### config.mk
export PLATFORM = sky130hd
export DESIGN_NAME = key_scan_flat
export DESIGN_NICKNAME = d
export VERILOG_FILES = /design/src/rtl/key_pkg.sv /design/src/rtl/key_scan_if.sv /design/src/rtl/key_scan_ch.sv /design/src/rtl/key_scan.sv /design/src/flat_wrapper.sv
export SDC_FILE = /design/constraint.sdc
export NUM_CORES = 1
export LEC_CHECK = 0
export CORE_AREA = 2 2 129 156
export DETAILED_ROUTE_END_ITERATION = 10
export DIE_AREA = 0 0 131 158
export HOLD_SLACK_MARGIN = 0.02
export PLACE_DENSITY = 0.67
export SYNTH_ARGS = -nofsm -noshare
export SYNTH_HDL_FRONTEND = slang
export SYNTH_HIERARCHICAL = 1
export SYNTH_SLANG_ARGS = --single-unit
### constraint.sdc
create_clock -name sys_clk -period 2.5 [get_ports sys_clk]
set_input_delay 0.5 -clock sys_clk [delete_from_list [all_inputs] [get_ports sys_clk]]
set_output_delay 0.5 -clock sys_clk [all_outputs]
set_load 0.01 [all_outputs]
### src/rtl/key_pkg.sv
`default_nettype none
// ============================================================================
// Module      : key_pkg
// Description : Shared constants for the debounced key front end: FSM state
//               encodings and default 50 MHz cycle counts.
// Revision    : 1.0 - initial release
// ============================================================================
package key_pkg;

  // Default channel count for the board key header
  localparam int KEY_N_DEFAULT = 4;

  // 20 ms debounce and 1 s long-press at 50 MHz
  localparam int DEB_CYC_50M  = 1_000_000;
  localparam int LONG_CYC_50M = 50_000_000;

  // Per-channel FSM state encodings
  typedef logic [2:0] key_state_t;

  localparam logic [2:0] ST_IDLE      = 3'd0;
  localparam logic [2:0] ST_PRESS_DEB = 3'd1;
  localparam logic [2:0] ST_HELD      = 3'd2;
  localparam logic [2:0] ST_LONG_HELD = 3'd3;
  localparam logic [2:0] ST_REL_DEB   = 3'd4;

endpackage
`default_nettype wire

### src/rtl/key_scan_if.sv
`default_nettype none
// ============================================================================
// Module      : key_scan_if
// Description : Bundle of raw key pins and debounced key outputs/events.
//               master drives the raw pins, slave is the key_scan block.
// Revision    : 1.0 - initial release
// ============================================================================
interface key_scan_if
  import key_pkg::*;
#(
  parameter int KEY_N = KEY_N_DEFAULT
);

  logic [KEY_N-1:0] key_in;
  logic [KEY_N-1:0] key_level;
  logic [KEY_N-1:0] key_short;
  logic [KEY_N-1:0] key_long;

  modport master (
    output key_in,
    input  key_level,
    input  key_short,
    input  key_long
  );

  modport slave (
    input  key_in,
    output key_level,
    output key_short,
    output key_long
  );

endinterface
`default_nettype wire

### src/rtl/key_scan_ch.sv
`default_nettype none
// ============================================================================
// Module      : key_scan_ch
// Description : One key channel: 2-FF synchroniser, debounce FSM, and (when
//               KEY_LONG_PRESS_EN is defined) a hold timer for long presses.
//               Input is already polarity-normalised (1 = pressed).
// Revision    : 1.0 - initial release
// ============================================================================
module key_scan_ch
  import key_pkg::*;
#(
  parameter int DEB_CYC  = DEB_CYC_50M
`ifdef KEY_LONG_PRESS_EN
  , parameter int LONG_CYC = LONG_CYC_50M
`endif
) (
  input  wire logic sys_clk,
  input  wire logic sys_rst,
  input  wire logic key_i,
  output logic      key_level_o,
  output logic      key_short_o,
  output logic      key_long_o
);

  localparam int             DEB_W    = $clog2(DEB_CYC);
  localparam logic [DEB_W-1:0] DEB_LAST = DEB_W'(DEB_CYC - 1);

  logic             sync1_q, sync2_q;
  key_state_t       state_q, state_d;
  logic [DEB_W-1:0] deb_q, deb_d;
  logic [DEB_W-1:0] w_deb_inc;
  logic             level_q, level_d;
  logic             short_q, short_d;

`ifdef KEY_LONG_PRESS_EN
  localparam int              HOLD_W    = $clog2(LONG_CYC);
  localparam logic [HOLD_W-1:0] HOLD_LAST = HOLD_W'(LONG_CYC - 1);

  logic [HOLD_W-1:0] hold_q, hold_d;
  logic [HOLD_W-1:0] w_hold_inc;
  logic              long_done_q, long_done_d;
  logic              long_q, long_d;

  assign w_hold_inc = hold_q + 1'b1;
`endif

  // The terminal compare looks at the incremented value so the sample that
  // entered PRESS_DEB/REL_DEB counts as the first of DEB_CYC stable samples.
  assign w_deb_inc = deb_q + 1'b1;

  // Two-stage synchroniser; reset leaves it at the released level
  always_ff @(posedge sys_clk) begin
    if (sys_rst) begin
      sync1_q <= 1'b0;
      sync2_q <= 1'b0;
    end else begin
      sync1_q <= key_i;
      sync2_q <= sync1_q;
    end
  end

  // Next-state logic for debounce and hold timing
  always_comb begin
    state_d = state_q;
    deb_d   = deb_q;
    level_d = level_q;
    short_d = 1'b0;
`ifdef KEY_LONG_PRESS_EN
    hold_d      = hold_q;
    long_done_d = long_done_q;
    long_d      = 1'b0;
`endif
    case (state_q)
      ST_IDLE: begin
        if (sync2_q) begin
          state_d = ST_PRESS_DEB;
          deb_d   = '0;
        end
      end
      ST_PRESS_DEB: begin
        if (!sync2_q) begin
          state_d = ST_IDLE;
        end else if (w_deb_inc == DEB_LAST) begin
          state_d = ST_HELD;
          level_d = 1'b1;
`ifdef KEY_LONG_PRESS_EN
          hold_d      = '0;
          long_done_d = 1'b0;
`endif
        end else begin
          deb_d = w_deb_inc;
        end
      end
      ST_HELD: begin
`ifdef KEY_LONG_PRESS_EN
        // Long event wins over a same-cycle release; LONG_HELD handles it next
        if (hold_q == HOLD_LAST) begin
          long_d      = 1'b1;
          long_done_d = 1'b1;
          state_d     = ST_LONG_HELD;
        end else begin
          hold_d = w_hold_inc;
          if (!sync2_q) begin
            state_d = ST_REL_DEB;
            deb_d   = '0;
          end
        end
`else
        if (!sync2_q) begin
          state_d = ST_REL_DEB;
          deb_d   = '0;
        end
`endif
      end
`ifdef KEY_LONG_PRESS_EN
      ST_LONG_HELD: begin
        if (!sync2_q) begin
          state_d = ST_REL_DEB;
          deb_d   = '0;
        end
      end
`endif
      ST_REL_DEB: begin
`ifdef KEY_LONG_PRESS_EN
        // Keep timing through a release glitch; saturate so a long event
        // reached here fires on the return to HELD.
        if (!long_done_q && (hold_q != HOLD_LAST)) begin
          hold_d = w_hold_inc;
        end
        if (sync2_q) begin
          state_d = long_done_q ? ST_LONG_HELD : ST_HELD;
        end else if (w_deb_inc == DEB_LAST) begin
          state_d = ST_IDLE;
          level_d = 1'b0;
          short_d = !long_done_q;
        end else begin
          deb_d = w_deb_inc;
        end
`else
        if (sync2_q) begin
          state_d = ST_HELD;
        end else if (w_deb_inc == DEB_LAST) begin
          state_d = ST_IDLE;
          level_d = 1'b0;
          short_d = 1'b1;
        end else begin
          deb_d = w_deb_inc;
        end
`endif
      end
      default: begin
        state_d = ST_IDLE;
        level_d = 1'b0;
      end
    endcase
  end

  // State, counters and registered outputs
  always_ff @(posedge sys_clk) begin
    if (sys_rst) begin
      state_q <= ST_IDLE;
      deb_q   <= '0;
      level_q <= 1'b0;
      short_q <= 1'b0;
`ifdef KEY_LONG_PRESS_EN
      hold_q      <= '0;
      long_done_q <= 1'b0;
      long_q      <= 1'b0;
`endif
    end else begin
      state_q <= state_d;
      deb_q   <= deb_d;
      level_q <= level_d;
      short_q <= short_d;
`ifdef KEY_LONG_PRESS_EN
      hold_q      <= hold_d;
      long_done_q <= long_done_d;
      long_q      <= long_d;
`endif
    end
  end

  assign key_level_o = level_q;
  assign key_short_o = short_q;
`ifdef KEY_LONG_PRESS_EN
  assign key_long_o  = long_q;
`else
  assign key_long_o  = 1'b0;
`endif

endmodule
`default_nettype wire

### src/rtl/key_scan.sv
`default_nettype none
// ============================================================================
// Module      : key_scan
// Description : Debounced key front end. Normalises key polarity and
//               instantiates one key_scan_ch per key. Long-press detection is
//               built only when KEY_LONG_PRESS_EN is defined.
// Revision    : 1.0 - initial release
// ============================================================================
module key_scan
  import key_pkg::*;
#(
  parameter int KEY_N          = KEY_N_DEFAULT,
  parameter int DEB_CYC        = DEB_CYC_50M,
  parameter int LONG_CYC       = LONG_CYC_50M,
  parameter int KEY_ACTIVE_LOW = 1
) (
  input  wire logic  sys_clk,
  input  wire logic  sys_rst,
  key_scan_if.slave  keys
);

  logic [KEY_N-1:0] w_key_norm;
  logic [KEY_N-1:0] w_level;
  logic [KEY_N-1:0] w_short;
  logic [KEY_N-1:0] w_long;

  // Present every channel with press = 1
  assign w_key_norm = (KEY_ACTIVE_LOW != 0) ? ~keys.key_in : keys.key_in;

  for (genvar g = 0; g < KEY_N; g++) begin : g_ch
    key_scan_ch #(
      .DEB_CYC  (DEB_CYC)
`ifdef KEY_LONG_PRESS_EN
      , .LONG_CYC (LONG_CYC)
`endif
    ) u_ch (
      .sys_clk     (sys_clk),
      .sys_rst     (sys_rst),
      .key_i       (w_key_norm[g]),
      .key_level_o (w_level[g]),
      .key_short_o (w_short[g]),
      .key_long_o  (w_long[g])
    );
  end

  assign keys.key_level = w_level;
  assign keys.key_short = w_short;
  assign keys.key_long  = w_long;

endmodule
`default_nettype wire

### src/flat_wrapper.sv
// flat-port wrapper written by rule: the top's interface ports become plain ports
module key_scan_flat import key_pkg::*;
#(
  parameter int KEY_N          = KEY_N_DEFAULT,
  parameter int DEB_CYC        = DEB_CYC_50M,
  parameter int LONG_CYC       = LONG_CYC_50M,
  parameter int KEY_ACTIVE_LOW = 1
)
  (sys_clk, sys_rst, keys_key_in, keys_key_level, keys_key_short, keys_key_long);
  key_scan_if #(.KEY_N(KEY_N)) keys_i ();
  input  wire logic sys_clk;
  input  wire logic sys_rst;
  input wire logic [$bits(keys_i.key_in)-1:0] keys_key_in;
  output wire logic [$bits(keys_i.key_level)-1:0] keys_key_level;
  output wire logic [$bits(keys_i.key_short)-1:0] keys_key_short;
  output wire logic [$bits(keys_i.key_long)-1:0] keys_key_long;
  assign keys_i.key_in = keys_key_in;
  assign keys_key_level = keys_i.key_level;
  assign keys_key_short = keys_i.key_short;
  assign keys_key_long = keys_i.key_long;
  key_scan #(.KEY_N(KEY_N), .DEB_CYC(DEB_CYC), .LONG_CYC(LONG_CYC), .KEY_ACTIVE_LOW(KEY_ACTIVE_LOW)) u_core (.sys_clk(sys_clk), .sys_rst(sys_rst), .keys(keys_i));
endmodule
==> summary.md <==
| Metric | Value |
|---|---|
| DR iter-0 viols | `643` |
| Max Clock Freq | `393 MHz` |
| CTS tree | `done` |
| Startpoint Class | `flop` |
| Most Frequent Cell on Critical Path | `buf_4` |
| Post-synthesis adder-cell area fraction | `1.36%` |
| Multiplexer area fraction after synthesis | `0.272%` |
| # diodes | `0` |
| Max-cap viol count | `0` |
| Initial antenna violation count | `0` |
| Max-slew headroom | `45.0%` |
| Placed insts | `1191` |
| Place WS | `-0.0229 ns` |
| Tot Pwr | `0.00349 W` |
| WHS | `0.437 ns` |
| Complex-gate fraction of the synthesized area | `26.9%` |
| Status | `finished with violations` |
| Crit path max-delay family | `simple AND/OR/NAND/NOR gates` |
| Largest net degree at the start of global routing | `22` |
| Fin util | `46.4%` |
| IR drop worst, VDD | `340 uV` |
| Core area | `19300 um2` |
| CP max FO | `9` |
| Least-Margin Pin Slew | `0.814 ns` |
| Reg2reg start | `u_core/g_ch[3].u_ch/deb_q[4]` |
| Initial Util | `38.1%` |
| CTS root buf | `clkbuf_16` |
| Final hold vios | `0` |
| Post-synth EDFFs | `0` |
| Met1 WL | `8600 um` |
| Die footprint | `20700 um2` |
| Crit path buf inv count | `2` |
| Failing checks | `negative setup slack` |
| Routed Antenna Nets | `0` |
| Cell breakdown of the critical path | `buf_4 > and4_2 > nand4_1 > a221oi_1 > nand4b_1 > buf_4 > o21ai_4 > nand3_2 > o22ai_1` |
| Ys flop type | `dfxtp_1` |
| Syn_nets | `919` |
| Final worst slack | `-0.0457 ns` |
| RSZ-0062 raised after global routing | `true` |
| Die height | `158 um` |
| GR Util All Layers | `17.1%` |
| Register area | `2180 um2` |
| Endpoints failing setup | `5` |
| Layout Nets | `978` |
| Max-slew violations | `0` |
| Slowest-stage cell, CP | `dfxtp_1` |
| Internal reg-to-reg setup slack | `-0.05 ns` |
| Clk buf depth | `2` |
| Static leakage | `2.90 nW` |
| Critical Path RT | `2.78 ns` |
| R2R depth | `9` |
| Area occupied by multi-input gates | `4970 um2` |
| Syn-to-layout area delta | `21.7%` |
| Metal2 WL | `9540 um` |
| # H-tree levels | `3` |
| WS Path Type | `flop to flop` |
| Min-Delay Path Class | `flop to flop` |
| Slowest cell delay on critical path | `0.34 ns` |
| WP depth | `9` |
| Min-delay src | `u_core/g_ch[0].u_ch/sync1_q` |
| Final WL | `19400 um` |
| Main combinational cell family by area after synthesis | `simple AND/OR/NAND/NOR gates` |
| Met3 routed WL | `796 um` |
| Sink Count | `108` |
| Fin crit period | `2.55 ns` |
| Placer Congestion | `0.851` |
| Fin cells | `1229` |
| Max layer used | `met4` |
| DP HPWL | `12100 um` |
| Post-synthesis xor/xnor area fraction | `2.86%` |
| Standard-cell rows | `56` |
| Commonest non-fill, non-tap cell in the layout | `buf_4` |
| Total CTS buffers | `9` |
| Port buffer count | `13` |
| Synth Area in Simple Gates | `29.6%` |
| Vias in the first global route | `6285` |
| Chip width | `131 um` |
| Mean Syn Cell Area | `8.12 um2` |
| Hold Path Sink | `u_core/g_ch[0].u_ch/sync2_q` |
| Synth unique cells | `63` |
| RR Endpoint | `u_core/g_ch[3].u_ch/deb_q[6]` |
| Crit path capture type | `flop` |
| Worst Clk Skew | `0.00795 ns` |
| Hold depth | `1` |
| # fillers | `1830` |
| Residual DRC | `0` |
| Clock Pin Slew Worst Setup and Hold Paths | `0.07 ns` |
| Total congestion overflow | `0` |
| Asr flop ratio synth | `0%` |
| Via count | `7166` |
| Vias per cell | `5.83` |
| Commonest non-fill, non-tap cells in the layout | `97 x buf_4, 96 x dfxtp_1, 80 x a31oi_1` |
| Worst EP arrival | `2.83 ns` |
| Clk Latency, worst-skew pair | `0.36 ns` |
| Final period util | `102%` |
| Synth warnings | `6` |
| First-pass GRT wire length | `29300 um` |
| Cell Area, Synth | `7350 um2` |
| Routed wire per std cell | `15.8 um` |
| I/O pin total | `18` |
| Synth Instances | `905` |
| FF+latch count, synth | `108` |
| DR pass1 iterations | `5` |
| Sequential share of the synthesized area | `29.4%` |
| PD cells | `390 nW/um2` |
| Share of layout cells above drive strength 1 | `24.0%` |
## Yosys cell counts (5+ instances only)
cell	count	share of area, %
a211oi_1	8	0.82
buf_2	29	2.0
nand2_1	78	4.0
and3_1	12	1.0
o211ai_1	7	0.72
and4_1	9	1.1
a31oi_1	84	7.2
o221ai_1	8	0.95
a2111oi_4	7	2.6
inv_1	49	2.5
buf_1	7	0.36
xnor2_1	24	2.9
nand2b_1	16	1.4
dfxtp_1	108	29
nand4_2	7	1.2
nor3_1	35	2.4
nor2b_1	18	1.5
nand3_1	56	3.8
buf_6	16	2.5
a41oi_1	13	1.5
o21ai_2	8	0.95
clkbuf_1	16	0.82
nor4_2	8	1.4
ha_1	8	1.4
nor4_1	15	1.3
nor2_1	47	2.4
o211a_1	8	1.1
nor4b_1	10	1.2
nand4b_1	5	0.60
a21boi_0	8	0.82
o22ai_1	16	1.4
a21o_1	7	0.72
nand3b_1	19	1.9
buf_4	12	1.2
o21ai_0	22	1.5
o21ai_1	10	0.68
nand4_1	9	0.77
a21oi_1	25	1.7
## through the flow
step	instance area, um2	TNS [ns]
floorplan	7370	0
global placement	8060	0
detailed placement	8060	-0.0452
CTS	8380	0
global route	8940	-1.46
finish	8940	-0.134
## cell families (layout without fill, tap and decap cells)
group	after synthesis	count (layout)
AND/OR/NAND/NOR	372	384
AO/OA/AOI/OAI	258	258
buffers and inverters	129	180
flip-flops	108	108
XOR/XNOR	24	24
adder cells (fa/ha/maj)	8	8
other	4	4
multiplexers	2	2
## power breakdown
part / total [W] / switching, W / internal (W) / leakage [nW]
Sequential: 0.00174 / 0.0000149 / 0.00173 / 0.878
Clock: 0.00157 / 0.000671 / 0.000902 / 0.156
Combinational: 0.000171 / 0.000113 / 0.0000578 / 1.87
## sequential cells by signal (all words and copies together) (netlist names)
name and cells:
u_core/g_ch.u_ch/sync1_q 4, u_core/g_ch.u_ch/sync2_q 4, u_core/g_ch.u_ch/deb_q 80, u_core/g_ch.u_ch/key_short_o 4, u_core/g_ch.u_ch/state_q 12, u_core/g_ch.u_ch/key_level_o 4
## worst reg2reg max path: cells and delay by family, from the launching register on
family,cells,cell delay (ns)
and+or+nand+nor,4,0.90
DFF,1,0.34
AOI/OAI and AO/OA,3,0.87
buffers and inverters,2,0.37
## timing repair
item	CTS	global route
hold buffers	0	0
setup buffers	0	11
resized for setup	0	69
pin swaps	1	21
gates cloned	0	12
endpoints found under the setup margin	5	82
## area by class of cell
class / count / area share, %
Clock inverter: 4 / 0.826
Tap cell: 261 / 3.65
Multi-Input combinational cell: 680 / 55.6
Clock buffer: 11 / 2.71
Inverter: 49 / 2.06
Sequential cell: 108 / 24.3
Timing Repair Buffer: 116 / 10.8
## metal layers
metal  GRT usage (%)  up-vias
li1                -     3523
met1            21.8     3401
met2            28.8      201
met3            2.81       41
met4            6.64        0
met5               0        -
## worst max path at each step
stage,startpoint,end
after floorplan,u_core/g_ch[3].u_ch/deb_q[1],u_core/g_ch[3].u_ch/deb_q[11]
after global placement,u_core/g_ch[3].u_ch/deb_q[0],u_core/g_ch[3].u_ch/deb_q[9]
after detailed placement,u_core/g_ch[3].u_ch/deb_q[0],u_core/g_ch[3].u_ch/deb_q[8]
after CTS,u_core/g_ch[3].u_ch/deb_q[0],u_core/g_ch[3].u_ch/deb_q[9]
after global routing,u_core/g_ch[3].u_ch/deb_q[1],u_core/g_ch[3].u_ch/deb_q[9]
final,u_core/g_ch[3].u_ch/deb_q[4],u_core/g_ch[3].u_ch/deb_q[6]
(Power assumes the default switching activity.)
